## config.mk

```make
export PLATFORM = sky130hd
export DESIGN_NAME = phase_scheduler_flat
export DESIGN_NICKNAME = d
export VERILOG_FILES = /design/src/rtl/traffic_pkg.sv /design/src/rtl/phase_scheduler_if.sv /design/src/rtl/rr_pick.sv /design/src/rtl/phase_scheduler.sv /design/src/flat_wrapper.sv
export SDC_FILE = /design/constraint.sdc
export NUM_CORES = 1
export LEC_CHECK = 0
export CAP_MARGIN = 20
export CORE_MARGIN = 8
export CORE_UTILIZATION = 55
export CTS_CLUSTER_DIAMETER = 60
export DETAILED_ROUTE_END_ITERATION = 7
export GPL_TIMING_DRIVEN = 0
export HOLD_SLACK_MARGIN = 0.02
export MAX_ROUTING_LAYER = met4
export PLACE_DENSITY_LB_ADDON = 0.08
export SLEW_MARGIN = 10
export SYNTH_ARGS = -nofsm -noshare
export SYNTH_HDL_FRONTEND = slang
export SYNTH_HIERARCHICAL = 1
export SYNTH_SLANG_ARGS = --single-unit
```

## constraint.sdc

```tcl
create_clock -name clock -period 2.92 [get_ports clock]
set_input_delay 0.292 -clock clock [delete_from_list [all_inputs] [get_ports clock]]
set_output_delay 0.292 -clock clock [all_outputs]
set_load 0.1 [all_outputs]
```

## src/rtl/traffic_pkg.sv

```systemverilog
// Shared phase/state encodings for the intersection phase scheduler.
package traffic_pkg;

  localparam int NUM_PHASES = 4;

  typedef enum logic [1:0] {
    PH_PED  = 2'd0,
    PH_UP   = 2'd1,
    PH_DOWN = 2'd2,
    PH_TURN = 2'd3
  } phase_e;

  typedef enum logic [1:0] {
    IDLE,
    GREEN,
    AMBER,
    CLEAR
  } sched_state_e;

  function automatic logic [NUM_PHASES-1:0] phase_onehot(input phase_e p);
    logic [NUM_PHASES-1:0] v;
    v    = '0;
    v[p] = 1'b1;
    return v;
  endfunction

endpackage

```

## src/rtl/phase_scheduler_if.sv

```systemverilog
// Request inputs and signal-head outputs of the phase scheduler.
interface phase_scheduler_if;
  import traffic_pkg::*;

  logic            ped_req;
  logic            up_req;
  logic            down_req;
  logic            turn_req;
  logic            pedestrian_green;
  logic            up_green;
  logic            down_green;
  logic            turn_green;
  logic            amber;
  logic            all_red;
  phase_e          phase;
  logic [3:0]      pending;

  // master: the scheduler driving the signal heads
  modport master (
    input  ped_req, up_req, down_req, turn_req,
    output pedestrian_green, up_green, down_green, turn_green,
    output amber, all_red, phase, pending
  );

  // slave: the intersection raising requests and consuming the heads
  modport slave (
    output ped_req, up_req, down_req, turn_req,
    input  pedestrian_green, up_green, down_green, turn_green,
    input  amber, all_red, phase, pending
  );

endinterface

```

## src/rtl/rr_pick.sv

```systemverilog
// Combinational 4-way round-robin picker: first set pending bit at or after start.
module rr_pick
  import traffic_pkg::*;
(
  input  logic [NUM_PHASES-1:0] pending,
  input  phase_e                start,
  output logic                  valid,
  output phase_e                index
);

  logic [2*NUM_PHASES-1:0] dbl;
  logic [NUM_PHASES-1:0]   rot;
  logic [1:0]              offset;

  // Rotating a doubled copy puts the start phase at bit 0.
  assign dbl = {pending, pending};
  assign rot = NUM_PHASES'(dbl >> start);

  always_comb begin
    valid  = |rot;
    offset = 2'd0;
    for (int k = NUM_PHASES - 1; k >= 0; k--) begin
      if (rot[k]) offset = 2'(k);
    end
    index = phase_e'(start + offset);
  end

endmodule

```

## src/rtl/phase_scheduler.sv

```systemverilog
// Four-phase signal scheduler: latched requests, round-robin grants,
// minimum green, amber and all-red clearance between phases.
module phase_scheduler
  import traffic_pkg::*;
#(
  parameter int GREEN_MIN    = 8,
  parameter int AMBER_CYCLES = 3,
  parameter int CLEAR_CYCLES = 2,
  parameter int CNT_W        = 8
) (
  input  logic               clock,
  input  logic               reset,
  phase_scheduler_if.master  bus
);

  localparam logic [CNT_W-1:0] GREEN_TC = CNT_W'(GREEN_MIN - 1);
  localparam logic [CNT_W-1:0] AMBER_TC = CNT_W'(AMBER_CYCLES - 1);
  localparam logic [CNT_W-1:0] CLEAR_TC = CNT_W'(CLEAR_CYCLES - 1);

  sched_state_e          state_q, state_d;
  logic [CNT_W-1:0]      cnt_q, cnt_d;
  logic [NUM_PHASES-1:0] pending_q, pending_d;
  phase_e                last_q, last_d;
  phase_e                rr_q, rr_d;
  logic [NUM_PHASES-1:0] greens_q, greens_d;
  logic                  amber_q, amber_d;
  logic                  all_red_q, all_red_d;

  logic [NUM_PHASES-1:0] req;
  logic                  pick_valid;
  phase_e                pick_idx;
  logic                  grant;
  logic                  others_waiting;

  assign req = {bus.turn_req, bus.down_req, bus.up_req, bus.ped_req};

  rr_pick u_pick (
    .pending (pending_q),
    .start   (rr_q),
    .valid   (pick_valid),
    .index   (pick_idx)
  );

  always_comb begin
    // NOTE: every variable gets a default before the case so no path infers a latch.
    state_d        = state_q;
    cnt_d          = cnt_q;
    last_d         = last_q;
    rr_d           = rr_q;
    grant          = 1'b0;
    others_waiting = |(pending_q & ~phase_onehot(last_q));
    pending_d      = pending_q | req;

    unique case (state_q)
      IDLE: begin
        grant = pick_valid;
      end
      GREEN: begin
        // Re-requests for the phase already showing green are dropped.
        pending_d = pending_q | (req & ~phase_onehot(last_q));
        if (cnt_q >= GREEN_TC && others_waiting) begin
          state_d = AMBER;
          cnt_d   = '0;
        end else if (cnt_q != GREEN_TC) begin
          cnt_d = cnt_q + CNT_W'(1);
        end
      end
      AMBER: begin
        if (cnt_q == AMBER_TC) begin
          state_d = CLEAR;
          cnt_d   = '0;
        end else begin
          cnt_d = cnt_q + CNT_W'(1);
        end
      end
      CLEAR: begin
        if (cnt_q == CLEAR_TC) begin
          grant   = pick_valid;
          state_d = IDLE;
          cnt_d   = '0;
        end else begin
          cnt_d = cnt_q + CNT_W'(1);
        end
      end
      default: state_d = IDLE;
    endcase

    if (grant) begin
      state_d             = GREEN;
      cnt_d               = '0;
      last_d              = pick_idx;
      rr_d                = phase_e'(pick_idx + 2'd1);
      pending_d[pick_idx] = 1'b0;
    end

    // Outputs are decoded from the next state so they leave a register.
    greens_d  = (state_d == GREEN) ? phase_onehot(last_d) : '0;
    amber_d   = (state_d == AMBER);
    all_red_d = (state_d == IDLE) || (state_d == CLEAR);
  end

  always_ff @(posedge clock) begin
    // NOTE: non-blocking assignments so every register samples pre-edge values.
    if (reset) begin
      state_q   <= IDLE;
      cnt_q     <= '0;
      pending_q <= '0;
      last_q    <= PH_PED;
      rr_q      <= PH_PED;
      greens_q  <= '0;
      amber_q   <= 1'b0;
      all_red_q <= 1'b1;
    end else begin
      state_q   <= state_d;
      cnt_q     <= cnt_d;
      pending_q <= pending_d;
      last_q    <= last_d;
      rr_q      <= rr_d;
      greens_q  <= greens_d;
      amber_q   <= amber_d;
      all_red_q <= all_red_d;
    end
  end

  assign bus.pedestrian_green = greens_q[PH_PED];
  assign bus.up_green         = greens_q[PH_UP];
  assign bus.down_green       = greens_q[PH_DOWN];
  assign bus.turn_green       = greens_q[PH_TURN];
  assign bus.amber            = amber_q;
  assign bus.all_red          = all_red_q;
  assign bus.phase            = last_q;
  assign bus.pending          = pending_q;

endmodule

```

## src/flat_wrapper.sv

```systemverilog
// flat-port wrapper written by rule: the top's interface ports become plain ports
module phase_scheduler_flat import traffic_pkg::*;
#(
  parameter int GREEN_MIN    = 8,
  parameter int AMBER_CYCLES = 3,
  parameter int CLEAR_CYCLES = 2,
  parameter int CNT_W        = 8
)
  (clock, reset, bus_ped_req, bus_up_req, bus_down_req, bus_turn_req, bus_pedestrian_green, bus_up_green, bus_down_green, bus_turn_green, bus_amber, bus_all_red, bus_phase, bus_pending);
  phase_scheduler_if bus_i ();
  input  logic clock;
  input  logic reset;
  input wire logic [$bits(bus_i.ped_req)-1:0] bus_ped_req;
  input wire logic [$bits(bus_i.up_req)-1:0] bus_up_req;
  input wire logic [$bits(bus_i.down_req)-1:0] bus_down_req;
  input wire logic [$bits(bus_i.turn_req)-1:0] bus_turn_req;
  output wire logic [$bits(bus_i.pedestrian_green)-1:0] bus_pedestrian_green;
  output wire logic [$bits(bus_i.up_green)-1:0] bus_up_green;
  output wire logic [$bits(bus_i.down_green)-1:0] bus_down_green;
  output wire logic [$bits(bus_i.turn_green)-1:0] bus_turn_green;
  output wire logic [$bits(bus_i.amber)-1:0] bus_amber;
  output wire logic [$bits(bus_i.all_red)-1:0] bus_all_red;
  output wire logic [$bits(bus_i.phase)-1:0] bus_phase;
  output wire logic [$bits(bus_i.pending)-1:0] bus_pending;
  assign bus_i.ped_req = bus_ped_req;
  assign bus_i.up_req = bus_up_req;
  assign bus_i.down_req = bus_down_req;
  assign bus_i.turn_req = bus_turn_req;
  assign bus_pedestrian_green = bus_i.pedestrian_green;
  assign bus_up_green = bus_i.up_green;
  assign bus_down_green = bus_i.down_green;
  assign bus_turn_green = bus_i.turn_green;
  assign bus_amber = bus_i.amber;
  assign bus_all_red = bus_i.all_red;
  assign bus_phase = bus_i.phase;
  assign bus_pending = bus_i.pending;
  phase_scheduler #(.GREEN_MIN(GREEN_MIN), .AMBER_CYCLES(AMBER_CYCLES), .CLEAR_CYCLES(CLEAR_CYCLES), .CNT_W(CNT_W)) u_core (.clock(clock), .reset(reset), .bus(bus_i));
endmodule
```

==> results of run 1 <==
-- final cells by class --
type	count	area [sq um]
plain buffers	9	52.55
clock buffers	3	22.52
clock inverters	1	30.03
fillers	273	1027
inverters	11	41.29
multi-input cells	151	1082
flip-flops and latches	24	485.5
well taps	33	41.29
repair buffers	17	170.2
-- where the power goes --
part,internal (W),switching (W)
logic,0.000466,0.000943
registers,0.000408,0.000113
clock network,0.000139,0.000109
-- cells in the final DEF (no fill, tap or decap), drive strengths merged, types with 4 or more instances in the layout --
cell type       n
buf             6
dfxtp          24
a21oi          14
ha             15
inv            11
nor3            4
nand2b          4
nand3b          8
a31oi          10
clkbuf          6
mux2i           4
a211oi          5
nand2          15
nor2           17
clkdlybuf4s50  17
or2             6
nand3          17
-- cell families after synthesis --
| group | count (synthesis) | share of synthesized area |
|---|---|---|
| and+or+nand+nor | 88 | 0.3089 |
| AOI/OAI and AO/OA | 41 | 0.1873 |
| DFF | 24 | 0.2900 |
| buffers and inverters | 20 | 0.05664 |
| adders and majority gates | 15 | 0.1133 |
| muxes | 5 | 0.03323 |
| xor gates and xnor gates | 2 | 0.01058 |
-- per-stage QoR --
stage / worst slack (ns) / hold slack (ns) / std cells / power, W
4_1_cts: 0.2787 / 0.5343 / 249 / 0.002175
2_1_floorplan: 0.03563 / 0.3636 / 195 / 0.001608
5_1_grt: 0.04864 / 0.5567 / 249 / 0.002308
3_3_place_gp: 0.4133 / 0.4919 / 245 / 0.001881
3_5_place_dp: 0.3436 / 0.5133 / 245 / 0.001921
6_report: 0.2708 / 0.5339 / 249 / 0.002177
-- routing by layer --
metal	vias to the layer above	wire length (microns)	global-route usage	share of wire
met5	-	0	-	0
met4	0	80	0.06928	0.021
met3	10	167	0.03107	0.044
li1	739	-	-	-
met2	35	1971	0.2904	0.52
met1	707	1589	0.1620	0.42
-- worst register-to-register path: stages (launching register included) --
cell and delay (ns):
dfxtp_1 0.43, ha_1 0.19, nor3b_1 0.31, a21oi_1 0.11
or2_0 0.26, or3_1 0.33, a21oi_1 0.28, inv_1 0.08
ha_1 0.28, or2_2 0.27
-- how the worst max path moves through the flow --
stage / to / slack (ns)
final: u_core/bus.all_red / 0.27
after global routing: u_core/rr_q[1] / 0.05
after CTS: u_core/bus.all_red / 0.28
after detailed placement: u_core/rr_q[1] / 0.34
after global placement: u_core/rr_q[1] / 0.41
after floorplan: u_core/bus.all_red / 0.04
-- registers in the layout (all words and copies together) (netlist names) --
name                count
u_core/bus.all_red      1
u_core/bus.amber        1
u_core/bus.pending      4
u_core/bus.phase        2
u_core/cnt_q            8
u_core/greens_q         4
u_core/rr_q             2
u_core/state_q          2
==> impl_metrics.tcl, run 1 <==
set metrics [dict create \
    outcome "completed" \
    cts_hold_buffers 0 \
    wl_microns 3808 \
    hp-class "reg2reg" \
    h-tree-depth 1 \
    worstPathMaxFanout 5 \
    yosysTopAreaCell "dfxtp_1" \
    tns_ns 0 \
    hp-start "u_core/cnt_q[0]" \
    power.density_mw_per_mm2 1131 \
    core_area_sq_mm 0.002953 \
    synth_area_per_cell_sq_um 8.495 \
    final_nets 238 \
    crit_chain "ha_1 > nor3b_1 > a21oi_1 > or2_0 > or3_1 > a21oi_1 > inv_1 > ha_1 > or2_2" \
    vias 1491 \
    gr-total-overflow 0 \
    finalHoldViolCount 0 \
    clk_pin_slew_ns 0.15 \
    io_pins 18 \
    p_leak_nw 0.7036 \
    ant_nets 0 \
    critical_path_buf_inv_count 1 \
    die_h_microns 70.88 \
    synth_cells 195 \
    syn_nets 216 \
    cap_violations 0 \
    ctsResizeCount 0 \
    synth.area.top_cells "dfxtp_1 29%, ha_1 11%, nand3_1 4.8%" \
    synth_edf_count 0 \
    dp_hpwl_microns 2752 \
    yosysSeqAreaShare 0.2900 \
    critPathTopFamily "simple AND/OR/NAND/NOR gates" \
    routabilityCongestion 0.8219 \
    ff2ff_setup_slack_ns 0.27 \
    rsz0062_at_grt "false" \
    cts_sinks 24 \
    setup_viol 0 \
    synth_commonest_cells "24 x dfxtp_1, 17 x nor2_1, 16 x nand3_1, 15 x ha_1, 15 x nand2_1" \
    drive_gt1_frac 0.1389 \
    clk_latency_ns 0.33 \
    r2r-start "u_core/cnt_q[0]" \
    die_area_sq_mm 0.005024 \
    firstDrtPassIters 5 \
    max_freq_mhz 377.5 \
    slew_headroom 0.3440 \
    cts_tree "yes" \
    synth-seq-cells 24 \
    cpMaxStageDelayCell "dfxtp_1" \
    period_minus_slack_ns 2.649 \
    synthFlopType "dfxtp_1" \
    synth_cell_type_count 46 \
    worstHoldEndpoint "u_core/cnt_q[0]" \
    min_period_over_period 0.9072 \
    synthesis.area_sq_mm 0.001657 \
    grt_pass1_vias 1405 \
    maxSlewViolCount 0 \
    grt.total_usage 0.1595 \
    r2r_end "u_core/bus.all_red" \
    route.detailed.drc 0 \
    start_util 0.5610 \
    skew_ns 0.01265 \
    area_growth_pct 16.24 \
    yosysTopAreaCellShare 0.2900 \
    crit_start "u_core/cnt_q[0]" \
    avgRoutedWirePerCell_microns 15.29 \
    critPathKind "reg2reg" \
    clk_path_buf_depth 2 \
    worstPathRequired_ns 3.14 \
    grt_pass1_wl_microns 6458 \
    async_flop_share 0 \
    max_stage_delay_ns 0.43 \
    antenna_found_initial 0 \
    crit_arrival_ns 2.87 \
    vias_per_cell 5.988 \
    vdd_drop_max_uv 388.3 \
    synth_warnings 6 \
    placementRows 20 \
    cp_num_cells 9 \
    rr_worst_depth 9 \
    drt_iter0_drc 134 \
    tightest_slew_ns 0.9809 \
    cts-root-buf "clkbuf_4" \
    holdPathStages 2 \
    place_area_sq_mm 0.001873 \
    cp-end-kind "flop" \
    portBuffers 17 \
    die_width_microns 70.88 \
    cts_buffers 3 \
    postCtsSetupBuffers 0 \
    grt_max_degree 15 \
    diodes 0 \
    fin_util 0.6521 \
    stdcell_area_sq_mm 0.001926 \
    synth_most_common_cell "dfxtp_1" \
    critPathLaunchType "flop" \
]
Power figures use the tool's default switching activity.
==> run 2, diff against run 1 <==
- PLACE_DENSITY_LB_ADDON: 0.08 -> 0.12
==> impl_metrics.tcl, run 2 (same netlist as run 1, synthesis figures left out) <==
set metrics [dict create \
    outcome "completed" \
    vdd_drop_max_uv 403.1 \
    critPathKind "reg2reg" \
    crit_chain "nor2b_1 > a21oi_1 > o22ai_1 > o21a_1 > ha_1 > xnor2_1 > xnor2_1 > inv_1 > ha_1 > mux2i_1 > nor2_1" \
    rsz0062_at_grt "false" \
    clk_path_buf_depth 2 \
    critical_path_buf_inv_count 1 \
    die_area_sq_mm 0.005024 \
    antenna_found_initial 0 \
    skew_ns 0.01101 \
    portBuffers 17 \
    firstDrtPassIters 4 \
    mostFrequentLayoutCell "dfxtp_1" \
    regMostFlops "u_core/cnt_q" \
    hp-class "reg2reg" \
    area_growth_pct 16.24 \
    placementRows 20 \
    place_area_sq_mm 0.001873 \
    core_area_sq_mm 0.002953 \
    critPathLaunchType "flop" \
    vias_per_cell 5.904 \
    vias 1470 \
    clk_pin_slew_ns 0.12 \
    tightest_slew_ns 0.9787 \
    power.density_mw_per_mm2 1112 \
    dp_hpwl_microns 2751 \
    h-tree-depth 1 \
    tns_ns 0 \
    critPathTopFamily "XOR/XNOR gates" \
    setup_viol 0 \
    finalNonFillerCells 249 \
    largest_reg_flops 8 \
    die_width_microns 70.88 \
    grt_max_degree 15 \
    min_period_over_period 0.8772 \
    avgRoutedWirePerCell_microns 14.52 \
    p_leak_nw 0.7036 \
    num-fill-cells 244 \
    max_stage_delay_ns 0.51 \
    cts_sinks 24 \
    slew_headroom 0.3455 \
    grt_pass1_wl_microns 6389 \
    grt_pass1_vias 1455 \
    routabilityCongestion 0.8564 \
    grt.total_usage 0.1576 \
    cts_hold_buffers 0 \
    period_minus_slack_ns 2.562 \
    clk_latency_ns 0.31 \
    cts-root-buf "clkbuf_4" \
    placed_cells 245 \
    diodes 0 \
    ctsResizeCount 0 \
    cp-end-kind "flop" \
    route.detailed.drc 0 \
    gr-total-overflow 0 \
    cts_buffers 3 \
    crit_arrival_ns 2.76 \
    p_total_w 0.002142 \
    stdcell_area_sq_mm 0.001926 \
    worstPathMaxFanout 12 \
    max_freq_mhz 390.4 \
    worstPathRequired_ns 3.12 \
    layout_common_cells "20 x dfxtp_1, 17 x clkdlybuf4s50_1, 17 x nor2_1" \
    io_pins 18 \
    drt_iter0_drc 108 \
    final_nets 238 \
    maxSlewViolCount 0 \
    postCtsSetupBuffers 0 \
    cts_tree "yes" \
    cap_violations 0 \
    start_util 0.5610 \
    die_h_microns 70.88 \
    wl_microns 3615 \
    cpMaxStageDelayCell "dfxtp_2" \
    finalHoldViolCount 0 \
    drive_gt1_frac 0.1389 \
    ant_nets 0 \
]
run 2: cell counts in the layout (fill, tap and decap cells not counted):
Identical to the previous run, type by type.
run 2: worst register-to-register path: cells and delay by family (launching register included):
family | cells | cell delay, ns
AOI/OAI and AO/OA | 3 | 0.41
xor gates and xnor gates | 2 | 0.56
adders and majority gates | 2 | 0.50
buffers and inverters | 1 | 0.18
DFF | 1 | 0.51
muxes | 1 | 0.13
and+or+nand+nor | 2 | 0.16
run 2: worst paths after layout:
check	start	to	slack, ns	cells past startpoint
max reg2reg	u_core/bus.pending[0]	u_core/rr_q[1]	0.36	11
min	u_core/cnt_q[1]	u_core/cnt_q[1]	0.53	2
max	u_core/bus.pending[0]	u_core/rr_q[1]	0.36	11
min reg2reg	u_core/cnt_q[1]	u_core/cnt_q[1]	0.53	2
run 2: layout make-up:
class | instances | area, sq um | area share
inverter | 11 | 41.29 | 0.02144
tap | 33 | 41.29 | 0.02144
timing repair buffer | 17 | 170.2 | 0.08837
clock buffer | 3 | 22.52 | 0.01170
clock inverter | 1 | 30.03 | 0.01559
multi-input combinational | 151 | 1082 | 0.5621
sequential | 24 | 485.5 | 0.2521
buffer | 9 | 52.55 | 0.02729
run 2: power by group:
group / switching (W) / internal (W)
registers: 0.000110 / 0.000408
clock network: 0.0000996 / 0.000139
logic: 0.000923 / 0.000463
run 2: routing by layer:
layer / wire length [microns] / up-vias / track usage
li1: - / 740 / -
met1: 1556 / 705 / 0.1583
met2: 1901 / 21 / 0.2935
met3: 131 / 4 / 0.03390
met4: 25 / 0 / 0.05312
met5: 0 / - / -
run 2: metrics by stage:
| stage | hold WS (ns) | worst slack, ns | util |
|---|---|---|---|
| 3_5_place_dp | 0.5148 | 0.3779 | 0.6343 |
| 4_1_cts | 0.5325 | 0.3575 | 0.6521 |
| 6_report | 0.5278 | 0.3585 | 0.6521 |
| 5_1_grt | 0.5641 | 0.1462 | 0.6521 |
| 2_1_floorplan | 0.3636 | 0.03563 | - |
| 3_3_place_gp | 0.4935 | 0.4077 | 0.6343 |
==> run 3, diff against run 2 <==
- CAP_MARGIN: 20 -> default
==> results of run 3 <==
No change in the layout: final DEF, timing and power equal those of run 2.
